--- src/rtl/dependency_check_block.sv ---
// rtl/dependency_check_block.sv - operand-fetch hazard unit: forwarding selects and load-use stall for RB_Block
// Tracks in-flight destinations through EX/DM/WB and drives RB_Block's operand controls.
module dependency_check_block #(
  parameter int          DATA_W     = 16,
  parameter int          REG_AW     = 5,
  parameter logic [5:0]  NOP_OPCODE = 6'b111111
) (
  input  logic              clk,
  input  logic              reset,
  input  logic [31:0]       ins,
  input  logic              ins_valid,
  output logic              stall,
  output logic [REG_AW-1:0] RA,
  output logic [REG_AW-1:0] RB,
  output logic [DATA_W-1:0] imm,
  output logic [1:0]        mux_sel_A,
  output logic [1:0]        mux_sel_B,
  output logic              imm_sel,
  output logic [REG_AW-1:0] RW_dm,
  output logic              wr_dm
);

  localparam logic [1:0] CLS_RR    = 2'b00;
  localparam logic [1:0] CLS_RI    = 2'b01;
  localparam logic [1:0] CLS_LOAD  = 2'b10;
  localparam logic [1:0] CLS_STORE = 2'b11;

  localparam logic [1:0] SEL_REG = 2'b00;
  localparam logic [1:0] SEL_EX  = 2'b01;
  localparam logic [1:0] SEL_DM  = 2'b10;
  localparam logic [1:0] SEL_WB  = 2'b11;

  typedef struct packed {
    logic              valid;
    logic [REG_AW-1:0] rw;
    logic              wr;
    logic              is_load;
  } stage_t;

  stage_t            of_st;
  stage_t            ex_st;
  stage_t            dm_st;
  stage_t            wb_st;
  logic [REG_AW-1:0] of_ra;
  logic [REG_AW-1:0] of_rb;
  logic [DATA_W-1:0] of_imm;
  logic [1:0]        of_cls;
  logic              of_nop;

  logic [5:0]        dec_op;
  logic [1:0]        dec_cls;
  logic              dec_nop;
  logic              dec_wr;
  stage_t            dec_st;

  logic              of_rd_a;
  logic              of_rd_b;
  logic              hz_a;
  logic              hz_b;

  always_comb begin
    dec_op  = ins[31:26];
    dec_cls = dec_op[5:4];
    dec_nop = (dec_op == NOP_OPCODE);
    dec_wr  = !dec_nop && (dec_cls != CLS_STORE);
    dec_st.valid   = 1'b1;
    dec_st.wr      = dec_wr;
    // Non-writers carry RW=0 so a bubble or store never shows up on RW_dm.
    dec_st.rw      = dec_wr ? REG_AW'(ins[25:21]) : '0;
    dec_st.is_load = !dec_nop && (dec_cls == CLS_LOAD);
  end

  always_comb begin
    of_rd_a = of_st.valid && !of_nop;
    of_rd_b = of_st.valid && !of_nop && ((of_cls == CLS_RR) || (of_cls == CLS_STORE));
  end

  function automatic logic [1:0] fwd_sel(
    input logic [REG_AW-1:0] src,
    input logic              rd,
    input stage_t            ex,
    input stage_t            dm,
    input stage_t            wb
  );
    logic [1:0] sel;
    sel = SEL_REG;
    if (rd && (src != '0)) begin
      // A load in EX has no result yet; the stall covers that case.
      if (ex.valid && ex.wr && (ex.rw == src) && !ex.is_load)
        sel = SEL_EX;
      else if (dm.valid && dm.wr && (dm.rw == src))
        sel = SEL_DM;
      else if (wb.valid && wb.wr && (wb.rw == src))
        sel = SEL_WB;
    end
    return sel;
  endfunction

  always_comb begin
    hz_a      = of_rd_a && (of_ra == ex_st.rw);
    hz_b      = of_rd_b && (of_rb == ex_st.rw);
    stall     = ex_st.valid && ex_st.is_load && (ex_st.rw != '0) && (hz_a || hz_b);
    mux_sel_A = fwd_sel(of_ra, of_rd_a, ex_st, dm_st, wb_st);
    mux_sel_B = fwd_sel(of_rb, of_rd_b, ex_st, dm_st, wb_st);
    imm_sel   = of_st.valid && !of_nop && ((of_cls == CLS_RI) || (of_cls == CLS_LOAD));
    RA        = of_ra;
    RB        = of_rb;
    imm       = of_imm;
    RW_dm     = dm_st.rw;
    wr_dm     = dm_st.valid && dm_st.wr;
  end

  always_ff @(posedge clk or posedge reset) begin
    if (reset) begin
      of_st  <= '0;
      ex_st  <= '0;
      dm_st  <= '0;
      wb_st  <= '0;
      of_ra  <= '0;
      of_rb  <= '0;
      of_imm <= '0;
      of_cls <= CLS_RR;
      of_nop <= 1'b0;
    end else begin
      if (stall) begin
        ex_st <= '0;
      end else begin
        ex_st <= of_st;
        if (ins_valid) begin
          of_st  <= dec_st;
          of_ra  <= REG_AW'(ins[20:16]);
          of_rb  <= REG_AW'(ins[15:11]);
          of_imm <= DATA_W'(ins[15:0]);
          of_cls <= dec_cls;
          of_nop <= dec_nop;
        end else begin
          of_st  <= '0;
          of_ra  <= '0;
          of_rb  <= '0;
          of_imm <= '0;
          of_cls <= CLS_RR;
          of_nop <= 1'b0;
        end
      end
      dm_st <= ex_st;
      wb_st <= dm_st;
    end
  end

endmodule

--- config.mk ---
export PLATFORM = sky130hd
export DESIGN_NAME = dependency_check_block
export DESIGN_NICKNAME = d
export VERILOG_FILES = /design/src/rtl/dependency_check_block.sv
export SDC_FILE = /design/constraint.sdc
export NUM_CORES = 1
export LEC_CHECK = 0
export ABC_AREA = 0
export CORE_MARGIN = 5
export CORE_UTILIZATION = 53
export CTS_BUF_LIST = sky130_fd_sc_hd__clkbuf_8
export CTS_CLUSTER_DIAMETER = 150
export CTS_CLUSTER_SIZE = 14
export DETAILED_ROUTE_END_ITERATION = 8
export PLACE_DENSITY = 0.86
export SYNTH_ARGS = -nofsm -noshare
export SYNTH_HDL_FRONTEND = slang
export SYNTH_SLANG_ARGS = --single-unit
--- constraint.sdc ---
create_clock -name clk -period 4.62 [get_ports clk]
set_input_delay 0.924 -clock clk [delete_from_list [all_inputs] [get_ports clk]]
set_output_delay 0.924 -clock clk [all_outputs]
set_load 0.01 [all_outputs]
==> results.cfg <==
[grt]
grt_max_degree = 55
track_usage_pct = 20.51
grt_overflow = 0
grt_pass1_wl_mm = 9.777
grt_pass1_vias = 1984
antenna_found_initial = 0

[synth]
syn_area_per_cell_um2 = 10.13
synth-seq-area-share_pct = 54.00
ys_seq_elements = 54
synth_cell_types = 33
ys_warn_count = 0
synthesis.instances = 247
synthesis.nets = 282
syn_area_um2 = 2502

[final_layout]
final_common_cell = clkdlybuf4s50_1
nFillCells = 351
final_cell_mix = clkdlybuf4s50_1 (72), dfrtp_1 (54), o21ai_0 (49)
drive_gt1_share_pct = 5.212
final_nets = 341
post-route-util_pct = 70.66
regArea_um2 = 1351
multiInputGateArea_um2 = 1025
area_growth_pct = 31.60
antenna_cells = 0

[sta]
rsz0062_at_grt = no
hold_violations = 0
skew_ps = 6.498
tightest_slew_ps = 1089
finalSetupTns_ps = 0
fmax_ghz = 0.2775
setup_viol = 0
min_period_ps = 3603
slew_viol_final = 0
relSlewSlack_pct = 27.27
period_share_pct = 77.99

[cts]
cts.repair.resized = 0
cts_tree = yes
clock-sinks = 54
ctsHtreeMaxLevel = 2
clk_latency_ps = 300
post_cts_buffers = 0
clkTransAtPathRegs_ps = 90
hold_buffers = 0
numCtsBuffers = 5
clockRootBuffer = clkbuf_8
clk_path_buf_depth = 2

[floorplanning]
rows = 25
coreArea_um2 = 4661
initial_core_util_pct = 53.69
num_io_pins = 73
die_w_um = 78.72
fp.dieH_um = 78.72
dieArea_um2 = 6196

[pwr]
total_power_w = 0.0009745
leakagePower_nw = 1.416
power-per-cell-area_nw_per_um2 = 295.9
vdd_drop_max_uv = 193.9

[drt]
drt-pass1-iter-count = 4
drc = 0
wl_per_cell_um = 16.81
ant_nets = 0
routed_wl_mm = 6.067
drt-initial-drc-count = 116
vias = 2006
vias_per_cell = 5.557

[worst_setup_path]
timing.critical_path.buf_inv = 2
cp_top_family = simple AND/OR/NAND/NOR gates
slowest_delay_ps = 560
cp.required_ps = 3700
path_cells = or4_1, o211ai_2, nor4_4, nor2_4, inv_2, clkdlybuf4s50_1
worstSetupEndpointType = output port
crit_slowest_cell = or4_1
crit_path_start_kind = flop
worstPathMaxFanout = 31
critPathKind = flop to output port
crit_arrival_ps = 2680
r2r_start = ex_st[3]
crit_start = ex_st[3]

[outcome]
status = finished, final reports clean

[place]
place_congestion = 0.9618
hpwl_mm = 4.427
port_buffers = 72

[flow_run]
drv_cap = 0

[hold_path]
min_path_type = flop to flop
hp-start = dm_st[7]
power by group:
| part | switching, W | internal (W) |
|---|---|---|
| Combinational | 0.0000662 | 0.0000834 |
| Clock | 0.000141 | 0.000158 |
| Sequential | 0.0000289 | 0.000497 |
| Total | 0.000236 | 0.000739 |
layer usage:
| metal | track usage [%] | share of wire, % | vias up |
|---|---|---|---|
| met3 | 3.968 | 6.0 | 7 |
| met2 | 34.30 | 51 | 77 |
| li1 | - | - | 950 |
| met4 | 6.993 | 1.2 | 0 |
| met5 | 0 | 0 | - |
| met1 | 26.79 | 42 | 972 |
layout make-up:
class                           count  area share, %
Tap cell                           54          2.052
Timing Repair Buffer               74          22.34
Multi-Input combinational cell    169          31.12
Sequential cell                    54          41.03
Clock inverter                      3          1.140
Inverter                            2         0.2280
Clock buffer                        5          2.090
registers in the layout, indices dropped and copies added, names as in the netlist:
signal and count:
imm 11, ex_st 8, of_st 8, wb_st 7, RA 5, RB 5
RW_dm 5, dm_st 2, of_cls 2, of_nop 1
through the flow:
stage	cell area [µm²]	std cells	setup slack, ps	hold slack, ps
floorplan	2502	247	2071	346.1
global placement	3187	353	1399	354.7
detailed placement	3187	353	1331	361.6
CTS	3293	361	1009	382.1
global route	3293	361	823.1	392.8
finish	3293	361	1017	380.3
Yosys cell counts, drive strengths merged:
| cell | count | area (µm²) |
|---|---|---|
| a22oi | 1 | 7.510 |
| a211oi | 2 | 15.01 |
| nand3 | 6 | 30.03 |
| a21boi | 1 | 7.510 |
| xnor2 | 15 | 131.4 |
| dfrtp | 54 | 1351 |
| xor2 | 16 | 140.1 |
| buf | 13 | 102.6 |
| a41oi | 1 | 8.760 |
| o31ai | 1 | 12.51 |
| or3 | 1 | 6.260 |
| o21ai | 58 | 290.3 |
| a31oi | 1 | 6.260 |
| nand2b | 1 | 6.260 |
| nand2 | 33 | 123.9 |
| mux2 | 1 | 11.26 |
| and3 | 1 | 6.260 |
| nor2 | 6 | 30.03 |
| nor2b | 1 | 6.260 |
| o211ai | 2 | 20.02 |
| or4 | 3 | 22.52 |
| nor4 | 8 | 62.56 |
| inv | 2 | 7.500 |
| and2 | 10 | 62.56 |
| clkbuf | 9 | 33.78 |
final timing paths:
path / to / slack [ps] / cells past startpoint
setup / recovery: stall / 1020 / 6
hold / removal: wb_st[7] / 380 / 0
setup reg to reg: of_nop / 2390 / 6
hold reg to reg: wb_st[7] / 380 / 0
max in group asynchronous: of_st[7] / 2740 / 2
min in group asynchronous: ex_st[2] / 1220 / 2
cells by family (layout without fill, tap and decap cells):
family / count (synthesis) / in the layout / share of synthesized area, %
flops: 54 / 54 / 54.00
simple gates: 70 / 70 / 14.25
buf+inv: 24 / 84 / 5.749
xor+xnor: 31 / 31 / 10.85
compound gates: 67 / 67 / 14.70
mux: 1 / 1 / 0.4500
worst register-to-register path: cells and delay by family (launching register included):
family | cells | cell delay (ps)
buf+inv | 1 | 240
simple gates | 4 | 1170
compound gates | 1 | 290
flops | 1 | 440
(Power assumes the default switching activity.)
